`src/rtl/key_conditioner.sv`:
```
`timescale 1ns/1ps
// key_conditioner: conditions one raw switch/KEY level for simpleFSM.
// Stages: polarity fix, 2-flop synchronizer, debounce FSM with registered
// outputs (w = clean level, pulse = press strobe, bouncing = FSM settling).
// Optional feature macro: KEY_REPEAT_EN (auto-repeat pulses while held).
module key_conditioner #(
  parameter int DEBOUNCE_CYCLES = 4,
  parameter bit ACTIVE_LOW_IN   = 1'b1,
  parameter int REPEAT_CYCLES   = 8
) (
  input  logic clk,
  input  logic reset,
  input  logic key_in,
  output logic w,
  output logic pulse,
  output logic bouncing
);

  localparam int CNT_W = $clog2(DEBOUNCE_CYCLES) + 1;
  localparam logic [CNT_W-1:0] CNT_LAST = CNT_W'(DEBOUNCE_CYCLES - 1);

  // Both lengths must be at least 2 for the counters to make sense.
  if (DEBOUNCE_CYCLES < 2 || REPEAT_CYCLES < 2) begin : g_param_check
    $error("key_conditioner: DEBOUNCE_CYCLES and REPEAT_CYCLES must be >= 2");
  end

  typedef enum logic [1:0] {IDLE, WAIT_HI, HIGH, WAIT_LO} state_t;

  state_t           state, state_nxt;
  logic [CNT_W-1:0] cnt, cnt_nxt;
  logic             pulse_nxt;
  logic             in_p0;
  logic             sync_p0, sync_p1;

  // Debounce counter saturates instead of wrapping.
  function automatic logic [CNT_W-1:0] cnt_inc(input logic [CNT_W-1:0] v);
    return (v == {CNT_W{1'b1}}) ? v : v + 1'b1;
  endfunction

  // Stage 0: polarity fix so that 1 always means pressed.
  assign in_p0 = key_in ^ ACTIVE_LOW_IN;

  // Stage 1-2: two-flop synchronizer; sync_p1 is the only level the FSM sees.
  always_ff @(posedge clk or negedge reset) begin
    if (!reset) begin
      sync_p0 <= 1'b0;
      sync_p1 <= 1'b0;
    end else begin
      sync_p0 <= in_p0;
      sync_p1 <= sync_p0;
    end
  end

`ifdef KEY_REPEAT_EN
  localparam int RPT_W = $clog2(REPEAT_CYCLES) + 1;
  localparam logic [RPT_W-1:0] RPT_LAST = RPT_W'(REPEAT_CYCLES - 1);
  logic [RPT_W-1:0] rpt, rpt_nxt;
`endif

  // Next-state, debounce count and strobe decode.
  always_comb begin
    state_nxt = state;
    cnt_nxt   = cnt;
    pulse_nxt = 1'b0;
    case (state)
      IDLE: begin
        if (sync_p1) begin
          state_nxt = WAIT_HI;
          cnt_nxt   = CNT_W'(1);
        end
      end
      WAIT_HI: begin
        if (!sync_p1) begin
          state_nxt = IDLE;
          cnt_nxt   = '0;
        end else if (cnt == CNT_LAST) begin
          state_nxt = HIGH;
          cnt_nxt   = '0;
          pulse_nxt = 1'b1;
        end else begin
          cnt_nxt = cnt_inc(cnt);
        end
      end
      HIGH: begin
        if (!sync_p1) begin
          state_nxt = WAIT_LO;
          cnt_nxt   = CNT_W'(1);
        end
      end
      WAIT_LO: begin
        if (sync_p1) begin
          state_nxt = HIGH;
          cnt_nxt   = '0;
        end else if (cnt == CNT_LAST) begin
          state_nxt = IDLE;
          cnt_nxt   = '0;
        end else begin
          cnt_nxt = cnt_inc(cnt);
        end
      end
      default: begin
        state_nxt = IDLE;
        cnt_nxt   = '0;
      end
    endcase
`ifdef KEY_REPEAT_EN
    // Repeat timer: cleared on a fresh press, runs in HIGH, frozen in WAIT_LO
    // so a short release glitch neither restarts nor re-reports the press.
    rpt_nxt = rpt;
    if (state == WAIT_HI && state_nxt == HIGH) begin
      rpt_nxt = '0;
    end else if (state == HIGH) begin
      if (rpt == RPT_LAST) begin
        rpt_nxt   = '0;
        pulse_nxt = 1'b1;
      end else begin
        rpt_nxt = rpt + 1'b1;
      end
    end else if (state == IDLE) begin
      rpt_nxt = '0;
    end
`endif
  end

  // Stage 3: FSM state and registered outputs derived from the next state.
  always_ff @(posedge clk or negedge reset) begin
    if (!reset) begin
      state    <= IDLE;
      cnt      <= '0;
      w        <= 1'b0;
      pulse    <= 1'b0;
      bouncing <= 1'b0;
    end else begin
      state    <= state_nxt;
      cnt      <= cnt_nxt;
      w        <= (state_nxt == HIGH) || (state_nxt == WAIT_LO);
      pulse    <= pulse_nxt;
      bouncing <= (state_nxt == WAIT_HI) || (state_nxt == WAIT_LO);
    end
  end

`ifdef KEY_REPEAT_EN
  // Repeat timer register.
  always_ff @(posedge clk or negedge reset) begin
    if (!reset) rpt <= '0;
    else        rpt <= rpt_nxt;
  end
`endif

endmodule
```
`config.mk`:
```
export PLATFORM = sky130hd
export DESIGN_NAME = key_conditioner
export DESIGN_NICKNAME = d
export VERILOG_FILES = /design/src/rtl/key_conditioner.sv
export SDC_FILE = /design/constraint.sdc
export NUM_CORES = 1
export LEC_CHECK = 0
export BUFFER_PORTS_ARGS = -buffer_cell sky130_fd_sc_hd__buf_2
export CAP_MARGIN = 20
export CORE_AREA = 2 2 39 41
export DETAILED_ROUTE_END_ITERATION = 16
export DIE_AREA = 0 0 41 43
export GPL_TIMING_DRIVEN = 0
export SLEW_MARGIN = 15
export SYNTH_ARGS = -nofsm -noshare
export SYNTH_HDL_FRONTEND = slang
export SYNTH_SLANG_ARGS = --single-unit
export TNS_END_PERCENT = 30
```
`constraint.sdc`:
```
create_clock -name clk -period 1.5 [get_ports clk]
set_clock_uncertainty 0.15 [all_clocks]
set_input_delay 0.225 -clock clk [delete_from_list [all_inputs] [get_ports clk]]
set_output_delay 0.225 -clock clk [all_outputs]
set_load 0.03 [all_outputs]
```
==> results of run 1 <==
worst register-to-register path, delay by kind of cell (launching register included):
family                   cells  cell delay, ns
adder cells (fa/ha/maj)      1            0.17
flip-flops                   1            0.41
multiplexers                 1            0.32
AND/OR/NAND/NOR              2            0.23
per-stage QoR:
| step | area, um2 | hold WS, ns | power, uW | cells | util (%) |
|---|---|---|---|---|---|
| 6_report | 494 | 0.190 | 891 | 58 | 35.7 |
| 4_1_cts | 472 | 0.190 | 869 | 57 | 34.1 |
| 5_1_grt | 494 | 0.204 | 962 | 58 | 35.7 |
| 3_5_place_dp | 423 | -0.0610 | 665 | 51 | 30.6 |
| 3_3_place_gp | 423 | -0.0637 | 655 | 51 | 30.6 |
| 2_1_floorplan | 378 | -0.221 | 590 | 30 | - |
Yosys cell counts:
cell type / count
a21o_1: 1
a21oi_1: 1
and2_1: 1
dfrtp_1: 9
ha_1: 1
inv_1: 1
mux2_1: 2
nand2_1: 1
nand3_1: 1
nand3b_1: 1
nand4_1: 1
nor2_1: 3
nor2_2: 1
nor4b_1: 1
o21a_1: 1
o21ai_0: 1
o2bb2ai_1: 1
xnor2_1: 1
xor2_2: 1
flip-flops by register name (all words and copies together) (netlist names):
register / flops
sync_p1: 1
state: 2
pulse: 1
w: 1
cnt: 3
sync_p0: 1
repair_timing:
item                                    CTS  global route
hold endpoints to repair                 10             0
resized for setup                         1             2
setup buffers                             0             1
hold buffers                              2             0
endpoints found under the setup margin    1             2
pin swaps                                 0             0
power by group:
part / internal (uW) / switching [uW] / total [uW]
Sequential: 310 / 75.9 / 386
Combinational: 152 / 171 / 323
Clock: 102 / 79.8 / 182
Total: 564 / 327 / 891
logic make-up after synthesis:
| logic type | share of synthesized area, % |
|---|---|
| and+or+nand+nor | 14.6 |
| adders and majority gates | 3.31 |
| DFF | 59.6 |
| AOI/OAI and AO/OA | 8.94 |
| buffers and inverters | 0.992 |
| muxes | 5.96 |
| xor gates and xnor gates | 6.62 |
routing by layer:
| metal | global-route usage (%) | up-vias | wire, um |
|---|---|---|---|
| li1 | - | 128 | - |
| met4 | 6.00 | 0 | 0 |
| met2 | 11.3 | 5 | 303 |
| met1 | 10.3 | 125 | 270 |
| met5 | 0 | - | 0 |
| met3 | 6.28 | 0 | 31 |
final cells by class:
type / count / area share [%]
Clock buffer: 4 / 5.32
Inverter: 1 / 0.759
Multi-Input combinational cell: 20 / 33.7
Sequential cell: 9 / 45.6
Tap cell: 16 / 4.05
Timing Repair Buffer: 8 / 10.6
worst paths after layout:
| check | from | slack [ns] | endpoint | cells after the start |
|---|---|---|---|---|
| setup / recovery | cnt[1] | 0.09 | state[1] | 4 |
| hold / removal | reset | 0.19 | cnt[2] | 2 |
| setup reg to reg | cnt[1] | 0.09 | state[1] | 4 |
| hold reg to reg | sync_p0 | 0.20 | sync_p1 | 0 |
| max in group asynchronous | reset | 0.83 | state[1] | 2 |
| min in group clk | sync_p0 | 0.20 | sync_p1 | 0 |
==> flow_summary.yaml, run 1 <==
worst_setup_path:
  crit_path_start_kind: "flip-flop"
  crit_buf_inv: 0
  cp.arrival_ns: 1.39
  max_stage_delay_ns: 0.41
  crit_path_end_kind: "flip-flop"
  crit_slowest_cell: "dfrtp_1"
  crit_family: "flip-flops"
  crit_fanout: 5
  crit_chain: "ha_4, nand2_1, nor2_4, mux2_1"
  path_class: "reg2reg"
  required_ns: 1.48
timing:
  period_needed_ns: 1.41
  fmax_mhz: 711
  finalHoldViolations: 0
  slew_headroom_pct: 83.7
  setup_tns_ns: 0
  worst_pin_slew_ns: 0.241
  maxSlewViolCount: 0
  worst_slack_ns: 0.0944
  final.period_utilization_pct: 93.7
  rsz0062_at_grt: "false"
  setup_viol: 0
pwr:
  leakagePower_uw: 0.000224
  power_density_mw_per_mm2: 1800
  peakVddDrop_uv: 653
route:
  drc_errors: 0
  vias: 258
  vias_per_cell: 4.45
  ant_nets: 0
  post_drt_wl_per_cell_um: 10.4
  drtIter0Drc: 2
  dr.pass1.iters: 2
  wirelength_um: 604
place:
  hpwl_um: 414
  portBuffers: 5
  gp_congestion: 0.642
  place_ws_ns: 0.0149
floorplanning:
  core_area_mm2: 0.00138
  die-height_um: 43
  io-pin-count: 6
  start_util_pct: 27.3
  die_w_um: 41
  die_area_mm2: 0.00176
  rows: 14
layout:
  final_cell_mix: "9 x dfrtp_1, 5 x buf_2, 3 x nor2_1, 3 x clkbuf_4"
  finalNetCount: 47
  diodes: 0
  layout_commonest_cell: "dfrtp_1"
  area_delta_synth_final_pct: 30.8
  drive_above_1_share_pct: 28.6
  nFillCells: 143
  multi_input_area_um2: 166
  seq_area_um2: 225
global_route:
  track_usage_pct: 8.93
  grt_pass1_vias: 224
  overflow: 0
  grt_pass1_wl_um: 972
  antenna_found_initial: 0
  grt_max_degree: 10
synthesis:
  syn_area_per_cell_um2: 12.6
  netlist_area_um2: 378
  ys_types: 19
  yosysTopAreaCell: "dfrtp_1"
  ys_ff_latch: 9
  yosysSeqAreaShare_pct: 59.6
  synth_top_area_share_pct: 59.6
  yosys_warnings: 0
  syn_nets: 34
  synthTopCellsByArea: "dfrtp_1 60%, mux2_1 6.0%, xor2_2 4.3%"
  syn_inst: 30
clocking:
  numCtsBuffers: 3
  cts_tree: "yes"
  cts_root_buf: "clkbuf_4"
  path_clk_slew_ns: 0.06
  clk_latency_ns: 0.26
  cts_buffer_depth: 2
  htreeDepth: 1
  clock_sink_count: 9
outcome:
  status: "completed"
run:
  cap_violations: 0
min_path:
  hold_class: "in2async"
No activity file was read; power rests on OpenSTA's default activity.
==> inputs of run 2 (changes only) <==
PLACE_DENSITY = 0.56   (was unset)
RECOVER_POWER = 25   (was unset)
==> run 2 against run 1 <==
Against the previous run:
- sequential power shrank 3%
- total power down 3.7%
- routed wire length decreased by 4.5%
- final cell count stayed put
- via count decreased by 3.5%
- global-route usage fell by 0.084 points
- setup slack worse by 0.029 ns
- critical path type unchanged
- largest cell class unchanged
==> flow_summary.yaml, run 2 (same netlist as run 1, synthesis figures left out) <==
global_route:
  grt_pass1_wl_um: 1010
  grt_pass1_vias: 257
  grt_max_degree: 10
  overflow: 0
  track_usage_pct: 8.85
  antenna_found_initial: 0
timing:
  setup_viol: 0
  finalHoldViolations: 0
  whs_ns: 0.200
  maxSlewViolCount: 0
  worst_pin_slew_ns: 0.483
  setup_tns_ns: 0
  period_needed_ns: 1.43
  rsz0062_at_grt: "false"
  fmax_mhz: 697
  final.period_utilization_pct: 95.6
  slew_headroom_pct: 67.8
route:
  dr.pass1.iters: 1
  vias_per_cell: 4.29
  ant_nets: 0
  drtIter0Drc: 0
  wirelength_um: 577
  post_drt_wl_per_cell_um: 9.95
  vias: 249
  drc_errors: 0
floorplanning:
  rows: 14
  die_area_mm2: 0.00176
  start_util_pct: 27.3
  core_area_mm2: 0.00138
  die_w_um: 41
  io-pin-count: 6
  die-height_um: 43
clocking:
  numCtsBuffers: 3
  path_clk_slew_ns: 0.05
  cts_root_buf: "clkbuf_4"
  clk_latency_ns: 0.25
  cts_buffer_depth: 2
  cts_tree: "yes"
  htreeDepth: 1
  clock_sink_count: 9
worst_setup_path:
  crit_path_start_kind: "flip-flop"
  ff2ff_path_depth: 4
  r2r-end: "state[1]"
  cp.arrival_ns: 1.41
  required_ns: 1.48
  crit_path_end_kind: "flip-flop"
  rrSetupSlack_ns: 0.07
  path_class: "reg2reg"
  r2r_start: "cnt[1]"
  crit_fanout: 5
min_path:
  min_path_cells: 0
  hold_path_end: "sync_p1"
  hold_class: "reg2reg"
  min-delay-start: "sync_p0"
layout:
  layout_commonest_cell: "dfrtp_1"
  reg_top3: "cnt x3, state x2"
  area_delta_synth_final_pct: 27.8
  top_register: "cnt"
  finalNetCount: 47
  drive_above_1_share_pct: 26.2
  diodes: 0
  largest_register_ffs: 3
  final_cell_mix: "9 x dfrtp_1, 4 x buf_2, 3 x nor2_1, 3 x clkbuf_4"
run:
  cap_violations: 0
outcome:
  status: "completed"
pwr:
  power_density_mw_per_mm2: 1780
  leakagePower_uw: 0.000220
  totalPowerFinal_uw: 858
  peakVddDrop_uv: 728
place:
  gp_congestion: 0.666
  portBuffers: 5
  hpwl_um: 424
==> run 2: changes by cell type in the layout (fill, tap and decap cells not counted), sizes merged <==
cell,change
buf,-1
clkbuf,+1
==> run 2: worst max-delay path, cell delays in order (launching register included) <==
cell	delay, ns
dfrtp_1	0.37
ha_2	0.22
nand2_1	0.12
nor2_4	0.14
mux2_1	0.32
==> run 2: per-stage QoR <==
stage	area (um2)	utilization, %	worst slack (ns)	std cells
6_report	483	34.9	0.0657	58
2_1_floorplan	378	-	0.0733	30
3_3_place_gp	423	30.6	0.0243	51
3_5_place_dp	423	30.6	0.0336	51
4_1_cts	469	33.9	0.0260	57
5_1_grt	483	34.9	0.000557	58
==> run 2: power by group <==
group          switching (uW)  internal (uW)
Combinational             168            139
Clock                    73.8            102
Sequential               65.9            310
Total                     308            551
==> run 2: layer usage <==
metal  wire (um)  up-vias  global-route usage, %  share of wire, %
li1            -      127                      -                 -
met2         280        3                   11.6                49
met4           8        0                   8.00               1.4
met3          25        2                   3.66               4.3
met1         262      117                   10.4                45
met5           0        -                      0                 0
==> run 2: area by class of cell <==
type / instances / area [um2]
inverters: 1 / 3.75
well taps: 16 / 20.0
repair buffers: 8 / 51.3
clock buffers: 4 / 26.3
multi-input cells: 20 / 156
fillers: 145 / 901
flip-flops and latches: 9 / 225
==> run 2: how the worst max path moves through the flow <==
stage               slack (ns)      from        to
finish                    0.07    cnt[1]  state[1]
global route            0.0006    cnt[1]  state[1]
CTS                       0.03    cnt[0]  state[1]
detailed placement        0.03    cnt[0]  state[1]
global placement          0.02    cnt[0]         w
floorplan                 0.07  state[0]  state[1]
==> run 2: repair_timing <==
| action | in CTS | in global routing |
|---|---|---|
| resized for setup | 0 | 2 |
| hold buffers | 2 | 0 |
| buffers inserted | 0 | 1 |
| setup endpoints to repair | 0 | 2 |
| endpoints found under the hold margin | 10 | 0 |
==> inputs of run 3 (changes only) <==
ABC_CLOCK_PERIOD_IN_PS = 1500   (was unset)
CELL_PAD_IN_SITES_DETAIL_PLACEMENT = 1   (was unset)
CELL_PAD_IN_SITES_GLOBAL_PLACEMENT = 2   (was unset)
PLACE_DENSITY = 0.72   (was 0.56)
==> run 3 against run 2 <==
Against the previous run:
- die area did not move
- first-iteration DRC count increased by 2
- maximum frequency shrank 0.17%
- largest cell class unchanged
- total power grew 4.4%
- critical endpoint unchanged
- combinational power up 3%
- non-clock buffer count fell by 1
- setup slack worse by 0.0025 ns
- global-route usage is 1.1 points higher
==> flow_summary.yaml, run 3 (same netlist as run 1, synthesis figures left out) <==
global_route:
  track_usage_pct: 9.97
  grt_pass1_vias: 276
  grtUsageMet2_pct: 15.0
  met1_usage_pct: 10.7
  grt_pass1_wl_um: 1110
  grt_max_degree: 10
  overflow: 0
  grt_busiest_layer: "met2"
  use_met3_pct: 4.71
  antenna_found_initial: 0
layout:
  finalNetCount: 46
  drive_above_1_share_pct: 29.3
  stdcell_area_um2: 492
  area_delta_synth_final_pct: 30.1
  layout_commonest_cell: "dfrtp_1"
  largest_register_ffs: 3
  top_register: "cnt"
  post-route-util_pct: 35.5
  diodes: 0
  reg_top3: "cnt x3, state x2"
  final_cell_mix: "9 x dfrtp_1, 4 x buf_2, 3 x nor2_1, 3 x clkbuf_4"
floorplanning:
  core_area_mm2: 0.00138
  io-pin-count: 6
  die_w_um: 41
  die-height_um: 43
  die_area_mm2: 0.00176
  start_util_pct: 27.3
  rows: 14
place:
  portBuffers: 5
  place_ws_ns: 0.00400
  hpwl_um: 517
  dpl_cell_area_um2: 423
  gp_congestion: 0.693
worst_setup_path:
  ff2ff_path_depth: 4
  crit_slowest_cell: "dfrtp_1"
  crit_chain: "ha_4, nand2_2, nor2_4, mux2_1"
  max_stage_delay_ns: 0.42
  cp.arrival_ns: 1.42
  required_ns: 1.49
  crit_buf_inv: 0
  cp.depth: 4
  crit_path_start_kind: "flip-flop"
  path_class: "reg2reg"
  crit_path_end_kind: "flip-flop"
  crit_fanout: 5
  crit_family: "flip-flops"
  rrSetupSlack_ns: 0.06
clocking:
  clk_latency_ns: 0.25
  clock_sink_count: 9
  path_clk_slew_ns: 0.06
  cts_root_buf: "clkbuf_4"
  cts_tree: "yes"
  numCtsBuffers: 3
  cts_buffer_depth: 2
  htreeDepth: 1
pwr:
  peakVddDrop_uv: 572
  leakagePower_uw: 0.000219
  power_density_mw_per_mm2: 1820
  totalPowerFinal_uw: 896
route:
  wirelength_um: 655
  drtIter0Drc: 2
  dr.pass1.iters: 2
  vias_per_cell: 4.58
  drc_errors: 0
  ant_nets: 0
  post_drt_wl_per_cell_um: 11.5
  vias: 261
timing:
  rsz0062_at_grt: "false"
  finalHoldViolations: 0
  worst_slack_ns: 0.0632
  fmax_mhz: 696
  slew_headroom_pct: 66.8
  maxSlewViolCount: 0
  final.period_utilization_pct: 95.8
  period_needed_ns: 1.44
  worst_pin_slew_ns: 0.498
  setup_viol: 0
  setup_tns_ns: 0
min_path:
  hold_class: "reg2reg"
  min_path_cells: 0
run:
  cap_violations: 0
outcome:
  status: "completed"
==> run 3: routing by layer <==
metal | wire length, um | vias up
met5 | 0 | -
met4 | 0 | 0
met3 | 39 | 0
met2 | 321 | 6
met1 | 295 | 130
li1 | - | 125
==> run 3: final timing paths <==
| check | from | end |
|---|---|---|
| setup / recovery | cnt[0] | state[1] |
| hold reg to reg | sync_p0 | sync_p1 |
| min in group asynchronous | reset | state[0] |
| max in group asynchronous | reset | state[1] |
| setup reg to reg | cnt[0] | state[1] |
| hold / removal | sync_p0 | sync_p1 |
==> run 3: layout make-up <==
cell class / instances / area [um2]
Clock buffer: 4 / 26.3
Fill cell: 159 / 892
Inverter: 1 / 3.75
Multi-Input combinational cell: 20 / 173
Sequential cell: 9 / 225
Tap cell: 16 / 20.0
Timing Repair Buffer: 7 / 43.8
==> run 3: report_power, final <==
| group | total, uW | internal [uW] | switching [uW] |
|---|---|---|---|
| sequential | 397 | 310 | 86.3 |
| clock | 184 | 102 | 81.5 |
| combinational | 316 | 147 | 169 |
| total | 896 | 559 | 337 |
==> run 3: worst reg2reg max path, stage by stage, from the launching register on <==
cell and delay [ns]:
dfrtp_1 0.42, ha_4 0.18, nand2_2 0.07, nor2_4 0.15
mux2_1 0.33
==> run 3: repair_timing <==
action                                 in CTS  in global routing
hold buffers                                2                  0
buffers inserted                            0                  0
endpoints found under the hold margin      10                  0
resized for setup                           1                  4
setup endpoints to repair                   2                  2
pin swaps                                   0                  1
==> run 3: through the flow <==
stage               hold WS (ns)  std cells
floorplan                 -0.221         30
global placement         -0.0660         51
detailed placement       -0.0586         51
CTS                        0.199         57
global route               0.209         57
finish                     0.203         57
